===== src/rtl/ntt_stage_ctrl_if.sv =====
// Coefficient RAM / twiddle ROM / butterfly bus of the NTT sequencer.
// master = sequencer side, slave = memory and butterfly side.
interface ntt_stage_ctrl_if #(
  parameter int LOGN = 4
);
  logic            rd_en;
  logic [LOGN-1:0] rd_addr_x;
  logic [LOGN-1:0] rd_addr_y;
  logic [LOGN-2:0] tw_addr;
  logic            bf_en;
  logic            bf_valid;
  logic            wr_en;
  logic [LOGN-1:0] wr_addr_x;
  logic [LOGN-1:0] wr_addr_y;

  modport master (
    output rd_en,
    output rd_addr_x,
    output rd_addr_y,
    output tw_addr,
    output bf_en,
    input  bf_valid,
    output wr_en,
    output wr_addr_x,
    output wr_addr_y
  );

  modport slave (
    input  rd_en,
    input  rd_addr_x,
    input  rd_addr_y,
    input  tw_addr,
    input  bf_en,
    output bf_valid,
    input  wr_en,
    input  wr_addr_x,
    input  wr_addr_y
  );
endinterface


===== src/rtl/ntt_stage_ctrl.sv =====
// In-place radix-2 DIF NTT sequencer: issue, drain, write-back per stage.
// Optional NTT_CTRL_HOLD_EN adds a hold input that stalls issue in RUN.
module ntt_stage_ctrl #(
  parameter int LOGN   = 4,
  parameter int BF_LAT = 4
) (
  input  logic            clk,
  input  logic            reset,
  input  logic            start,
`ifdef NTT_CTRL_HOLD_EN
  input  logic            hold,
`endif
  output logic            busy,
  output logic            done,
  output logic [LOGN-1:0] stage,
  output logic            align_err,
  ntt_stage_ctrl_if.master bus
);

  localparam int KW = LOGN - 1;
  localparam int DL = BF_LAT + 1;
  localparam logic [LOGN-1:0] ONE  = LOGN'(1);
  localparam logic [LOGN-1:0] LM1  = LOGN'(LOGN - 1);
  localparam logic [KW-1:0]   KMAX = '1;

  typedef enum logic [1:0] {
    S_IDLE,
    S_RUN,
    S_DRAIN,
    S_FIN
  } state_t;

  typedef struct packed {
    logic            tag;
    logic [LOGN-1:0] ax;
    logic [LOGN-1:0] ay;
  } slot_t;

  state_t          st_q, st_d;
  logic [KW-1:0]   k_q, k_d;
  logic [LOGN-1:0] stg_q, stg_d;
  slot_t           dl_q [DL];
  logic            bf_en_q;
  logic            align_q;
  logic            hold_i;
  logic            issue;
  logic            pend;

  logic [LOGN-1:0] kx, bpos, lmask;
  logic [LOGN-1:0] ax, ay;
  logic [KW-1:0]   tw;

`ifdef NTT_CTRL_HOLD_EN
  assign hold_i = hold;
`else
  assign hold_i = 1'b0;
`endif

  // Insert a 0/1 at bit b = LOGN-1-stage to split k into the x/y pair.
  always_comb begin
    kx    = {1'b0, k_q};
    bpos  = LM1 - stg_q;
    lmask = (ONE << bpos) - ONE;
    ax    = ((kx & ~lmask) << 1) | (kx & lmask);
    ay    = ax | (ONE << bpos);
    tw    = (k_q & lmask[KW-1:0]) << stg_q;
  end

  // Writes still in flight, excluding the slot at the output.
  always_comb begin
    pend = 1'b0;
    for (int i = 0; i < DL - 1; i++) begin
      pend = pend | dl_q[i].tag;
    end
  end

  always_comb begin
    st_d  = st_q;
    k_d   = k_q;
    stg_d = stg_q;
    issue = 1'b0;
    unique case (st_q)
      S_IDLE: begin
        if (start) begin
          st_d  = S_RUN;
          stg_d = '0;
          k_d   = '0;
        end
      end
      S_RUN: begin
        if (!hold_i) begin
          issue = 1'b1;
          if (k_q == KMAX) begin
            st_d = S_DRAIN;
            k_d  = '0;
          end else begin
            k_d = k_q + 1'b1;
          end
        end
      end
      S_DRAIN: begin
        if (!pend) begin
          if (stg_q == LM1) begin
            st_d = S_FIN;
          end else begin
            st_d  = S_RUN;
            stg_d = stg_q + 1'b1;
          end
        end
      end
      S_FIN: begin
        st_d = S_IDLE;
      end
      default: begin
        st_d = S_IDLE;
      end
    endcase
  end

  always_ff @(posedge clk or posedge reset) begin
    if (reset) begin
      st_q    <= S_IDLE;
      k_q     <= '0;
      stg_q   <= '0;
      bf_en_q <= 1'b0;
      align_q <= 1'b0;
      for (int i = 0; i < DL; i++) begin
        dl_q[i] <= '0;
      end
    end else begin
      st_q    <= st_d;
      k_q     <= k_d;
      stg_q   <= stg_d;
      bf_en_q <= issue;
      align_q <= align_q |
                 (bus.bf_valid != dl_q[DL-1].tag);
      dl_q[0].tag <= issue;
      dl_q[0].ax  <= issue ? ax : '0;
      dl_q[0].ay  <= issue ? ay : '0;
      for (int i = 1; i < DL; i++) begin
        dl_q[i] <= dl_q[i-1];
      end
    end
  end

  assign bus.rd_en     = issue;
  assign bus.rd_addr_x = issue ? ax : '0;
  assign bus.rd_addr_y = issue ? ay : '0;
  assign bus.tw_addr   = issue ? tw : '0;
  assign bus.bf_en     = bf_en_q;
  assign bus.wr_en     = dl_q[DL-1].tag;
  assign bus.wr_addr_x = dl_q[DL-1].ax;
  assign bus.wr_addr_y = dl_q[DL-1].ay;

  assign busy      = (st_q != S_IDLE);
  assign done      = (st_q == S_FIN);
  assign stage     = stg_q;
  assign align_err = align_q;

endmodule


===== src/flat_wrapper.sv =====
// flat-port wrapper written by rule: the top's interface ports become plain ports
module ntt_stage_ctrl_flat 
#(
  parameter int LOGN   = 4,
  parameter int BF_LAT = 4
)
  (clk, reset, start, busy, done, stage, align_err, bus_rd_en, bus_rd_addr_x, bus_rd_addr_y, bus_tw_addr, bus_bf_en, bus_bf_valid, bus_wr_en, bus_wr_addr_x, bus_wr_addr_y);
  ntt_stage_ctrl_if #(.LOGN(LOGN)) bus_i ();
  input  logic clk;
  input  logic reset;
  input  logic start;
  output logic busy;
  output logic done;
  output logic [LOGN-1:0] stage;
  output logic align_err;
  output wire logic [$bits(bus_i.rd_en)-1:0] bus_rd_en;
  output wire logic [$bits(bus_i.rd_addr_x)-1:0] bus_rd_addr_x;
  output wire logic [$bits(bus_i.rd_addr_y)-1:0] bus_rd_addr_y;
  output wire logic [$bits(bus_i.tw_addr)-1:0] bus_tw_addr;
  output wire logic [$bits(bus_i.bf_en)-1:0] bus_bf_en;
  input wire logic [$bits(bus_i.bf_valid)-1:0] bus_bf_valid;
  output wire logic [$bits(bus_i.wr_en)-1:0] bus_wr_en;
  output wire logic [$bits(bus_i.wr_addr_x)-1:0] bus_wr_addr_x;
  output wire logic [$bits(bus_i.wr_addr_y)-1:0] bus_wr_addr_y;
  assign bus_rd_en = bus_i.rd_en;
  assign bus_rd_addr_x = bus_i.rd_addr_x;
  assign bus_rd_addr_y = bus_i.rd_addr_y;
  assign bus_tw_addr = bus_i.tw_addr;
  assign bus_bf_en = bus_i.bf_en;
  assign bus_i.bf_valid = bus_bf_valid;
  assign bus_wr_en = bus_i.wr_en;
  assign bus_wr_addr_x = bus_i.wr_addr_x;
  assign bus_wr_addr_y = bus_i.wr_addr_y;
  ntt_stage_ctrl #(.LOGN(LOGN), .BF_LAT(BF_LAT)) u_core (.clk(clk), .reset(reset), .start(start), .busy(busy), .done(done), .stage(stage), .align_err(align_err), .bus(bus_i));
endmodule

===== config.mk =====
export PLATFORM = sky130hd
export DESIGN_NAME = ntt_stage_ctrl_flat
export DESIGN_NICKNAME = d
export VERILOG_FILES = /design/src/rtl/ntt_stage_ctrl_if.sv /design/src/rtl/ntt_stage_ctrl.sv /design/src/flat_wrapper.sv
export SDC_FILE = /design/constraint.sdc
export NUM_CORES = 1
export LEC_CHECK = 0
export CORE_UTILIZATION = 46
export DETAILED_ROUTE_END_ITERATION = 7
export PLACE_DENSITY_LB_ADDON = 0.05
export SLEW_MARGIN = 25
export SYNTH_ARGS = -nofsm -noshare
export SYNTH_HDL_FRONTEND = slang
export SYNTH_SLANG_ARGS = --single-unit

===== constraint.sdc =====
create_clock -name clk -period 2.3 [get_ports clk]
set_input_delay 0.23 -clock clk [delete_from_list [all_inputs] [get_ports clk]]
set_output_delay 0.23 -clock clk [all_outputs]
set_load 0.05 [all_outputs]

==> summary.md <==
| Metric | Value |
|---|---|
| Status | finished, violations left |
| Failing checks | negative setup slack |
| Slew at the pin with the worst max-slew slack | roughly 520 ps |
| ANT nets after route | 0 |
| Hold Fails Final Rpt | 0 |
| F_max | 0.3831 GHz |
| WL met2 | 1732 um |
| Pin count of the biggest net entering global routing | 32 |
| Peak VDD IR | 1.111 mV |
| Critical path, cell by cell | inv_2 -> ha_4 -> nor3b_4 -> nand2_2 -> ha_4 -> nand2b_4 -> nor3_4 -> a21oi_2 -> nor4_4 -> buf_12 |
| Hold-fix buffers, CTS | 0 |
| Row count | 23 |
| First-pass GRT wire length | 5837 um |
| Mapped cell area | 1944 um2 |
| CTS H-tree depth | 2 |
| Final Wtd Congestion | 0.8640 |
| CTS Buffer Depth | 2 |
| Fin util | 69.38% |
| Post-synth cell types | 31 |
| Critical path required time | 2070 ps |
| Final WL | 3486 um |
| Worst Setup SP | u_core.stage[3]$_DFFE_PP0P_ |
| Initial DRC Count | 69 |
| Worst setup SP type | flop |
| Die span in x | 67.02 um |
| DR vias | 1,185 |
| Die area | 4491 um2 |
| Flop-to-flop setup slack | between 400 and 500 ps |
| Yosys reg bits | 55 |
| Die H | approximately 67 um |
| Synth warn | 0 |
| Most frequent cells in the layout | dfrtp_1, clkdlybuf4s50_1, buf_12 |
| CP peak stage delay | around 420 ps |
| Syn nets | 155 |
| Nets | 196 |
| CTS tree | yes |
| Crit path max-delay cell type | dfrtp_2 |
| Slew margin rel. | 65.46% |
| Data arrival, critical path | 2380 ps |
| Critical R2R Launch | u_core.stage[3]$_DFFE_PP0P_ |
| Area Growth Syn to Fin | 43.76% |
| Worst path most repeated cell | ha_4 |
| Initial antenna violation count | 0 |
| Post-DR wirelength/cell | about 15 um |
| Worst path bufs/invs | 2 |
| I/O pins | 33 |
| Fill count | between 200 and 300 |
| Final setup margin | -310.3 ps |
| Post-Syn Area per Cell | 13.32 um2 |
| Total gr overflow | 0 |
| Wire length on met1 | 1555 um |
| Mapped Cells | between 100 and 150 |
| Count of buffers from port buffering | 32 |
| Antenna Cells | 0 |
| Via/cell ratio | 4.979 |
| Cts bufs inserted | 5 |
| FF-to-FF path depth | 8 |
| Maxcap violations | 0 |
| Vias in the first global route | around 1,200 |
| Clock-pin slew on the worst setup and hold paths | 90 ps |
| CP top delay family | simple AND/OR/NAND/NOR gates |
| Fin Clk Skew | 5.006 ps |
| Worst Setup End Kind | primary output |
| Final worst path period need | 2610 ps |
| Core area | 4029 um2 |
| P_leak | roughly 1.2 nW |
| Final period utilization | 113.5% |
| Highest metal used | met4 |
| Post-DP Area | around 2600 um2 |
| Clock latency on the worst-skew pair | 300 ps |
| Register area share after synthesis | 70.79% |
| Clk sink count | 55 |
| Final Max Tran Viols | 0 |
| Hold Path Class | input port to asynchronous set/reset pin |
| FF-to-FF End | u_core.dl_q[37]$_DFF_PP0_ |
| Worst-path fanout max | 3 |
| RSZ-0062 raised after global routing | yes |
| Post-DP HPWL | between 2000 and 2500 um |
| Share of cells above drive strength 1 | 34.57% |
| 1st-pass router iterations | 4 |
| Wire length on met3 | approximately 130 um |
| All-Layer GR Usage | 18.51% |
| Final setup viols | 8 |
| CTS root buf | clkbuf_8 |
| PD cells | 1494 nW/um2 |
| Starting Density | 48.26% |
| Drt drc | 0 |
| Crit Path Class | flop to primary output |
| Final instance area | 2795 um2 |
| Most common cell after layout, fill and taps aside | dfrtp_1 |
## worst max path at each step
stage                          end  slack, ps  cells past startpoint
floorplan           bus_tw_addr[2]       -400                      9
CTS                 bus_tw_addr[2]       -340                     10
global placement    bus_tw_addr[2]         10                     10
global route        bus_tw_addr[2]       -410                     10
detailed placement  bus_tw_addr[2]        -60                     10
finish              bus_tw_addr[2]       -310                     10
## cells by family after synthesis
logic type / count (synthesis) / share of synthesized area [%]
AO/OA/AOI/OAI: 22 / 7.594
XOR/XNOR: 3 / 1.352
adder cells (fa/ha/maj): 5 / 3.218
buffers and inverters: 18 / 5.148
flip-flops: 55 / 70.79
multiplexers: 1 / 0.5791
AND/OR/NAND/NOR: 42 / 11.33
## routing by layer
layer / track usage, % / vias to the layer above
li1: - / 560
met1: 23.77 / 590
met2: 28.50 / 30
met3: 4.452 / 5
met4: 10.37 / 0
met5: 0 / -
## synth_stat cells, drive strengths merged
library cell   n  area [um2]
dfrtp         55        1376
nand2         11       41.29
nor2          11       41.29
buf           10       70.07
inv            8       30.03
a21oi          7       35.03
o21ai          7       35.03
ha             5       62.56
nand2b         4       25.02
nand3          3       15.01
and3           2       12.51
nor3           2       10.01
nor3b          2       15.01
nor4           2       27.53
or3            2       12.51
xnor2          2       17.52
a22o           1       8.760
a22oi          1       7.510
a31oi          1       6.260
a32o           1       10.01
and2           1       6.260
mux2           1       11.26
o211ai         1       21.27
o21ba          1       10.01
o21bai         1       7.510
o22ai          1       6.260
or2            1       6.260
or4            1       7.510
xor2           1       8.760
## final cells by class
cell class | instances | area, um2 | share of cell area, %
multi-input combinational | 73 | 654.4 | 23.41
clock inverter | 2 | 38.79 | 1.388
inverter | 8 | 33.78 | 1.209
sequential | 55 | 1380 | 49.37
clock buffer | 6 | 82.58 | 2.954
timing repair buffer | 44 | 543.0 | 19.43
tap | 50 | 62.56 | 2.238
## power breakdown
| group | leakage (nW) | switching, W | total, W | internal, W |
|---|---|---|---|---|
| Combinational | 0.463 | 0.00121 | 0.00204 | 0.000825 |
| Sequential | 0.689 | 0.000186 | 0.00148 | 0.00130 |
| Clock | 0.0618 | 0.000298 | 0.000656 | 0.000358 |
## worst register-to-register path, stage by stage, from the launching register on
cell and delay, ps:
dfrtp_2 420, inv_2 70, ha_4 210, nor3b_4 240, nand2_2 120, ha_4 260
nand2b_4 150, buf_4 170, a21oi_4 170
## what timing repair did
action | CTS | global route
gates resized for setup | 7 | 8
pin swaps | 4 | 2
endpoints found under the setup margin | 8 | 10
cloned | 0 | 0
buffers inserted | 1 | 3
## state kept, by name, summed over array words and instances, names as in the netlist
name,cells
u_core.bus.wr_en,1
u_core.bus.wr_addr_x,4
u_core.stage,4
u_core.bus.wr_addr_y,4
u_core.align_err,1
u_core.k_q,3
u_core.st_q,2
u_core.dl_q,36
## stage by stage
stage	total power (W)	hold WS [ps]	worst slack [ps]	std cells	TNS, ps
after global routing	0.004386	316.9	-414.8	238	-2081
after floorplan	0.002709	331.2	-397.9	146	-1326
final	0.004177	278.8	-310.3	238	-1307
after global placement	0.003446	331.2	11.02	226	0
after CTS	0.004190	291.7	-339.2	235	-1199
after detailed placement	0.003477	334.7	-61.84	226	-61.84
(Power assumes the default switching activity.)
